`src/rtl/counter_seq_pkg.sv`:
```
// Shared types for the counter sequencer: command opcodes, counting modes and
// controller states.
package counter_seq_pkg;

    typedef enum logic [1:0] {
        CMD_START    = 2'd0,
        CMD_PAUSE    = 2'd1,
        CMD_LOAD     = 2'd2,
        CMD_SET_MODE = 2'd3
    } cmd_op_t;

    typedef enum logic [1:0] {
        MODE_UP_WRAP   = 2'd0,
        MODE_DOWN_WRAP = 2'd1,
        MODE_BOUNCE    = 2'd2,
        MODE_ONESHOT   = 2'd3
    } mode_t;

    typedef enum logic [1:0] {
        ST_IDLE   = 2'd0,
        ST_RUN    = 2'd1,
        ST_PAUSED = 2'd2,
        ST_DONE   = 2'd3
    } state_t;

    // Prescaler register width; a divide-by-one prescaler still needs one bit.
    function automatic int prescale_width(input int prescale);
        return (prescale > 1) ? $clog2(prescale) : 1;
    endfunction

endpackage

```
`src/rtl/updown_step_core.sv`:
```
// Count/direction register for the sequencer: load, step up/down, set or flip
// direction, otherwise hold. Reports the top and zero boundaries.
module updown_step_core #(
    parameter int WIDTH = 4
) (
    input  logic             clock,
    input  logic             reset,
    input  logic             load,
    input  logic [WIDTH-1:0] load_value,
    input  logic             step_up,
    input  logic             step_down,
    input  logic             dir_set,
    input  logic             dir_value,
    input  logic             dir_flip,
    output logic [WIDTH-1:0] count,
    output logic             direction,
    output logic             at_top,
    output logic             at_zero
);

    // NOTE: registers use non-blocking assignments so every flop samples the
    // pre-edge values; blocking here would create order-dependent races.
    always_ff @(posedge clock or negedge reset) begin
        if (!reset) begin
            count     <= '0;
            direction <= 1'b0;
        end else begin
            if (load)
                count <= load_value;
            else if (step_up)
                count <= count + 1'b1;
            else if (step_down)
                count <= count - 1'b1;

            if (dir_set)
                direction <= dir_value;
            else if (dir_flip)
                direction <= ~direction;
        end
    end

    assign at_top  = &count;
    assign at_zero = ~|count;

endmodule

```
`src/rtl/counter_sequencer.sv`:
```
// Command-driven controller for a prescaled up/down counter with up-wrap,
// down-wrap, bounce and one-shot modes.
module counter_sequencer
    import counter_seq_pkg::*;
#(
    parameter int WIDTH    = 4,
    parameter int PRESCALE = 1
) (
    input  logic             clock,
    input  logic             reset,
    input  logic             cmd_valid,
    output logic             cmd_ready,
    input  logic [1:0]       cmd_op,
    input  logic [WIDTH-1:0] cmd_arg,
    output logic [WIDTH-1:0] count,
    output logic             direction,
    output logic             busy,
    output logic             done,
    output logic             turn,
    output logic             cmd_err
);

    localparam int              PW      = prescale_width(PRESCALE);
    localparam logic [PW-1:0]   PS_LAST = PW'(PRESCALE - 1);
    localparam logic [WIDTH-1:0] TOP    = '1;

    state_t        state, state_nx;
    mode_t         mode, mode_nx;
    logic [PW-1:0] ps, ps_nx;
    logic          done_nx, turn_nx, err_nx;
    logic          running, accept, step;

    logic             ld, up, dn, dset, dval, dflip;
    logic [WIDTH-1:0] ld_val;
    logic             at_top, at_zero;

    assign cmd_ready = 1'b1;
    assign running   = (state == ST_RUN);
    assign accept    = cmd_valid && cmd_ready;
    assign busy      = running;

    updown_step_core #(.WIDTH(WIDTH)) u_core (
        .clock      (clock),
        .reset      (reset),
        .load       (ld),
        .load_value (ld_val),
        .step_up    (up),
        .step_down  (dn),
        .dir_set    (dset),
        .dir_value  (dval),
        .dir_flip   (dflip),
        .count      (count),
        .direction  (direction),
        .at_top     (at_top),
        .at_zero    (at_zero)
    );

    // NOTE: every signal driven here gets a default first, so no path through
    // the case statements can leave one unassigned and infer a latch.
    always_comb begin
        state_nx = state;
        mode_nx  = mode;
        ps_nx    = ps;
        done_nx  = 1'b0;
        turn_nx  = 1'b0;
        err_nx   = 1'b0;
        ld       = 1'b0;
        ld_val   = cmd_arg;
        up       = 1'b0;
        dn       = 1'b0;
        dset     = 1'b0;
        dval     = 1'b0;
        dflip    = 1'b0;
        step     = running && (ps == PS_LAST);

        if (running)
            ps_nx = step ? '0 : ps + 1'b1;

        // Commands win over a coincident step: PAUSE cancels it, errors do not.
        if (accept) begin
            case (cmd_op_t'(cmd_op))
                CMD_START: begin
                    if (!running) begin
                        state_nx = ST_RUN;
                        ps_nx    = '0;
                        if (state == ST_DONE) begin
                            ld     = 1'b1;
                            ld_val = '0;
                            dset   = 1'b1;
                        end
                    end
                end
                CMD_PAUSE: begin
                    if (running) begin
                        state_nx = ST_PAUSED;
                        step     = 1'b0;
                        ps_nx    = ps;
                    end
                end
                CMD_LOAD: begin
                    if (running) begin
                        err_nx = 1'b1;
                    end else begin
                        ld = 1'b1;
                        if (state == ST_DONE)
                            state_nx = ST_IDLE;
                    end
                end
                CMD_SET_MODE: begin
                    if (running) begin
                        err_nx = 1'b1;
                    end else begin
                        mode_nx = mode_t'(cmd_arg[1:0]);
                        dset    = 1'b1;
                        dval    = (mode_t'(cmd_arg[1:0]) == MODE_DOWN_WRAP);
                        if (state == ST_DONE)
                            state_nx = ST_IDLE;
                    end
                end
                default: ;
            endcase
        end

        if (step) begin
            case (mode)
                MODE_UP_WRAP:   up = 1'b1;
                MODE_DOWN_WRAP: dn = 1'b1;
                MODE_BOUNCE: begin
                    // At a boundary the count dwells for one step while turning.
                    if (!direction) begin
                        if (at_top) begin
                            dflip   = 1'b1;
                            turn_nx = 1'b1;
                        end else begin
                            up = 1'b1;
                        end
                    end else begin
                        if (at_zero) begin
                            dflip   = 1'b1;
                            turn_nx = 1'b1;
                        end else begin
                            dn = 1'b1;
                        end
                    end
                end
                MODE_ONESHOT: begin
                    up = 1'b1;
                    if (count == TOP - 1'b1) begin
                        state_nx = ST_DONE;
                        done_nx  = 1'b1;
                    end
                end
                default: ;
            endcase
        end
    end

    always_ff @(posedge clock or negedge reset) begin
        if (!reset) begin
            state   <= ST_IDLE;
            mode    <= MODE_BOUNCE;
            ps      <= '0;
            done    <= 1'b0;
            turn    <= 1'b0;
            cmd_err <= 1'b0;
        end else begin
            state   <= state_nx;
            mode    <= mode_nx;
            ps      <= ps_nx;
            done    <= done_nx;
            turn    <= turn_nx;
            cmd_err <= err_nx;
        end
    end

endmodule

```
`config.mk`:
```
export PLATFORM = sky130hd
export DESIGN_NAME = counter_sequencer
export DESIGN_NICKNAME = d
export VERILOG_FILES = /design/src/rtl/counter_seq_pkg.sv /design/src/rtl/updown_step_core.sv /design/src/rtl/counter_sequencer.sv
export SDC_FILE = /design/constraint.sdc
export NUM_CORES = 1
export LEC_CHECK = 0
export CORE_MARGIN = 4
export CORE_UTILIZATION = 50
export CTS_CLUSTER_DIAMETER = 60
export CTS_CLUSTER_SIZE = 12
export DETAILED_ROUTE_END_ITERATION = 8
export PLACE_DENSITY = 0.86
export SYNTH_ARGS = -nofsm -noshare
export SYNTH_HDL_FRONTEND = slang
export SYNTH_HIERARCHICAL = 1
export SYNTH_SLANG_ARGS = --single-unit
```
`constraint.sdc`:
```
create_clock -name clock -period 5.2 [get_ports clock]
set_input_delay 0.52 -clock clock [delete_from_list [all_inputs] [get_ports clock]]
set_output_delay 0.52 -clock clock [all_outputs]
set_load 0.02 [all_outputs]
```
# --- Word level (Yosys, flattened, before mapping) ---
# Cells that the tools add are included.
op_classes:
  addsub: 3
  eq_ne: 11
  n_bitwise: 3
  n_mul: 0
  reduce_logical: 10
  n_div: 0
  order_cmp: 0
  n_mux: 56
  shift: 0
ops:
  columns: ["op", "count"]
  rows:
  - ["$mux W1", 35]
  - ["$mux W4", 7]
  - ["$mux W2", 8]
  - ["$eq A2 B2 Y1 const B", 5]
  - ["$pmux W1 S2", 5]
  - ["$eq A2 B1 Y1 const B", 4]
  - ["$pmux W2 S3", 1]
  - ["$add A4 B1 Y4 const B", 1]
  - ["$eq A4 B4 Y1 const B", 1]
  - ["$logic_not A2 Y1", 2]
  - ["$reduce_and A4 Y1", 1]
  - ["$reduce_or A2 Y1", 2]
  - ["$reduce_or A4 Y1", 1]
  - ["$sub A4 B1 Y4 const B", 1]
  - ["$ne A3 B3 Y1 const B", 1]
  - ["$not A1 Y1", 3]
  - ["$reduce_and A3 Y1", 1]
  - ["$reduce_bool A3 Y1", 1]
  - ["$reduce_bool A2 Y1", 1]
  - ["$add A1 B1 Y1 const B", 1]
  - ["$logic_and A1 B1 Y1", 1]
word_totals:
  mem_bits_rw: 0
  register_bits: 13
  input_bits: 9
  rom_bits: 0
  elab_cells: 91
  n_memories: 0
  latch_bits: 0

# --- Longest topological paths before layout ---
logic_depth:
  depth_word: 9
  ltp_mapped: 10
  depth_no_buf: 10

# --- Cells and area by module ---
# Netlist, hierarchy kept.
by_module_without_submodules:
  columns: ["mod", "n_inst", "cells_per_inst", "area_each_um2"]
  rows:
  - ["counter_sequencer", 1, 64, 610.6]
  - ["updown_step_core", 1, 38, 357.8]

# --- Worst setup path after synthesis ---
# Ideal clock, no wire load.
synth_path:
  kind: "input to register"
  from: "input cmd_op[1]"
  to: "register u_core.count[3]"
  setup_ps: 138
  setup_slack_ps: 2641
  path_buffers: 0
  path_stages: 9
  t_arrival_ps: 2422
  cell_sequence: "inv_1 -> ha_1 -> a211o_4 -> nor3_1 -> inv_1 -> ha_1 -> a21oi_1 -> o2bb2ai_1 -> o2111ai_1"
synth_via:
  elab_chain_cells: 6
  elab_cells_between_ends: 14
  cone_classes: "eq/ne: 2; mux: 10; reduce/logical: 2"
synth_rtl:
  columns: ["item", "line_no", "rtl"]
  rows:
  - ["from (decl)", "counter_sequencer.sv:13", "input logic [1:0] cmd_op,"]
  - ["$eq A2 B1 Y1 (*)", "counter_sequencer.sv:81", "case (cmd_op_t'(cmd_op))"]
  - ["$mux W1 (*)", "counter_sequencer.sv:81", null]
  - ["$mux W1 (*)", "counter_sequencer.sv:80", "if (accept) begin"]
  - ["$mux W1 (*)", "counter_sequencer.sv:124", "if (step) begin"]
  - ["via up", "counter_sequencer.sv:33", "logic ld, up, dn, dset, dval, dflip;"]
  - ["$mux W4", "updown_step_core.sv:30", "else if (step_up)"]
  - ["$mux W4", "updown_step_core.sv:28", "if (load)"]
  - ["to (signal assigned)", "updown_step_core.sv:29", "count <= load_value;"]
  - ["to (signal assigned)", "updown_step_core.sv:31", "count <= count + 1'b1;"]
  - ["to (signal assigned)", "updown_step_core.sv:33", "count <= count - 1'b1;"]
  - ["to (decl)", "updown_step_core.sv:15", "output logic [WIDTH-1:0] count,"]
# Mark *: on every way through the listed nets, which the timed path passes. The rest lies on a longest branch.
# A chain may end at the register's enable or synchronous reset.

# --- Worst setup path after layout ---
# Ends and elaborated chain as after synthesis.

==> results.ini <==
[outcome]
status=finished clean

[synthesis]
ys_seq_area_share_pct=33.7
synth-xor-area-share_pct=2.71
synthCells=102
muxShareOfSynthArea_pct=5.43
synthSimpleGateAreaFrac_pct=26.6
synth_top_family_by_area=simple AND/OR/NAND/NOR gates
synth-adder-area-share_pct=15.0
syn_area_um2=968
synth_fp_nets=122
synth_cell_types=37
synth_compound_area_share_pct=11.4
syn_avg_cell_area_um2=9.49
ys_ff_latch=13
yosys_warnings=6

[timing]
fin_ws_ns=2.03
fin_worst_skew_ns=0.00990
fin_tns_setup_ns=0
hold_viol=0
max_freq_mhz=316
slew_headroom_pct=61.8
finalSetupViolCount=0
period_needed_ns=3.17
fin_crit_sh_pct=60.9
rsz0062_at_grt=no
slew_violations=0
tightestPinTransition_ns=0.571

[finish]
area_growth_pct=22.0
nets=141
multiInputGateArea_um2=596
instances_no_fill=145
drive_gt1_share_pct=9.17
n_antenna_cell=0
design_area_um2=1180
seq_area_um2=327
fill_cells=135

[setup_path]
crit_cells=10
cp_max_fo=5
critPathTopFamily=compound AO/OA/AOI/OAI gates
crit_slowest_cell=clkdlybuf4s50_1
crit_path_start_kind=primary input
rr_startpoint=mode[1]$_DFFE_PN1P_
r2r_slack_ns=2.55
end_kind=flip-flop
timing.critical_path.buf_inv=3
startpoint=cmd_op[1]
rr_endpoint=u_core/count[3]$_DFFE_PN0P_
endpoint=u_core/count[3]$_DFFE_PN0P_
required_ns=5.34
r2r_cells=9
arrival_ns=3.31
crit_chain=clkdlybuf4s50_1, inv_1, ha_1, a211o_4, nor3_1, inv_1, ha_1, a21oi_1, o2bb2ai_1, o2111ai_1
slowest_delay_ns=0.52
path_class=in2reg

[place]
hpwl_um=1640
place_ws_ns=1.85
portBuffers=17
dp_cells=141
placed_area_um2=1150
gp_congestion=0.762

[global_routing]
grt-ovfl-total=0
grt_max_degree=14
antenna_found_initial=0
grt_pass1_wl_um=3650
grt_pass1_vias=839
grt_usage_pct=18.6

[clock_network]
cts_setup_buffers=0
numCtsBuffers=3
cts_tree=done
ctsHoldBuffers=0
cts.path.max_buffers=2
cts_root_buffer=clkbuf_4
cts.clk_slew.worst_paths_ns=0.09
cts_htree_levels=1
clkLatencyLatePin_ns=0.29
cts_num_sinks=13
cts_resized=0

[route]
post-route-drc-count=0
wl_um=2110
vias_per_cell=5.63
met1_length_um=887
routed-wl-met3_um=164
highest-signal-layer=met4
drtIter0Drc=34
via_count=817
drt-wirelength-per-cell_um=14.5
drt_pre_antenna_iters=4
ant_nets=0
met2_length_um=1010

[floorplan]
dieArea_um2=2710
num_rows=15
ioPinCount=19
start_util_pct=54.3
design.core.area_um2=1780
die_w_um=52.0
die-height_um=52.0

[power_and_ir_drop]
clkPwrFrac_pct=13.0
p_sw_share_pct=44.1
p_int_uw=280
pwr-share-comb_pct=51.3
switchingPower_uw=220
leakagePower_nw=0.513
pwr-share-seq_pct=35.7
power_uw=500
ir_worst_vdd_uv=311
cellPowerDensity_nw_per_um2=423

[job]
cap_violations=0

[worst_hold_path]
hold_class=reg2reg
min_from=ps$_DFFE_PN0P_

==> metal layers <==
layer  global-route usage, %  vias to the layer above
met5                       0                        -
met4                    9.17                        0
met3                    3.72                        6
met2                    31.6                       41
met1                    22.0                      382
li1                        -                      388
==> power by group through the flow <==
stage	sequential, mW	clock (mW)	combinational [mW]
floorplan	0.191	0	0.150
global placement	0.176	0	0.237
detailed placement	0.180	0	0.252
CTS	0.178	0.0664	0.256
global route	0.184	0.0725	0.283
finish	0.179	0.0651	0.256
==> placed cells by master, fill, tap and decap left out, types with 2 or more instances in the layout <==
cell / synthesis / final
nand2b_1: 3 / 3
nor3_1: 3 / 3
nand3b_1: 2 / 2
clkdlybuf4s50_1: 0 / 17
xor2_1: 2 / 2
mux2i_1: 3 / 3
o21ai_1: 4 / 4
nand2_1: 9 / 9
nand3_1: 4 / 4
a21oi_1: 5 / 5
dfrtp_1: 12 / 12
ha_1: 10 / 10
inv_1: 8 / 8
mux2_2: 2 / 2
nor3b_1: 5 / 5
nor2_1: 4 / 4
clkbuf_4: 0 / 3
and2_1: 5 / 5
==> through the flow <==
stage,hold slack [ns],utilization [%]
after floorplan,0.224,-
after global placement,0.513,64.7
after detailed placement,0.516,64.7
after CTS,0.528,66.2
after global routing,0.547,66.2
final,0.531,66.2
==> logic make-up after synthesis <==
family | Yosys count
flip-flops | 13
AO/OA/AOI/OAI | 16
buffers and inverters | 11
adder cells (fa/ha/maj) | 11
multiplexers | 5
AND/OR/NAND/NOR | 42
other | 1
XOR/XNOR | 3
==> worst min-delay path: stages, from the launching register on <==
cell	delay, ns
dfrtp_1	0.40
inv_1	0.06
a311oi_1	0.04
==> layout make-up <==
type | instances | share of cell area [%]
clock buffer | 3 | 1.91
clock inverter | 1 | 0.424
inverter | 8 | 2.54
multi-input combinational | 78 | 50.4
sequential | 13 | 27.6
tap | 25 | 2.65
timing repair buffer | 17 | 14.4
==> registers in the layout, indices dropped and copies added, names as in the netlist <==
name and flops:
done 1, state 2, u_core/count 4, mode 2, cmd_err 1, ps 1, u_core/direction 1, turn 1
==> synth_stat cells <==
library cell  instances  share of area, %
buf_4                 1              0.78
buf_2                 1              0.52
a21oi_1               5               2.6
a311oi_1              1              0.90
nor2_2                1              0.65
nor3b_1               5               3.9
o21ai_1               4               2.1
inv_1                 8               3.1
nand2b_4              1               1.4
xnor2_1               1              0.90
and4_1                1              0.90
nand4_1               1              0.65
mux2i_1               3               3.1
conb_1                1              0.39
xor2_1                2               1.8
fa_1                  1               2.1
and2_1                5               3.2
o2111ai_1             1              0.90
o2bb2ai_1             1              0.90
a211o_4               1               1.8
nor4_1                1              0.65
mux2_2                2               2.3
nor3_1                3               1.5
nor2_1                4               1.5
nand2b_1              3               1.9
nand2_1               9               3.5
ha_1                 10                13
nor4_4                1               2.2
nand3b_1              2               1.5
dfstp_2               1               2.7
clkbuf_1              1              0.39
a211o_1               1              0.90
a31oi_1               1              0.65
nand3_1               4               2.1
o22ai_1               1              0.65
dfrtp_1              12                31
nand4b_1              1              0.90
==> how the worst min path moves through the flow <==
stage	endpoint	slack, ns	cells after the start
2_1_floorplan	cmd_err$_DFF_PN0_	0.22	0
3_3_place_gp	ps$_DFFE_PN0P_	0.51	2
3_5_place_dp	ps$_DFFE_PN0P_	0.52	2
4_1_cts	ps$_DFFE_PN0P_	0.53	2
5_1_grt	ps$_DFFE_PN0P_	0.55	2
6_report	ps$_DFFE_PN0P_	0.53	2
No activity file was read; power rests on OpenSTA's default activity.
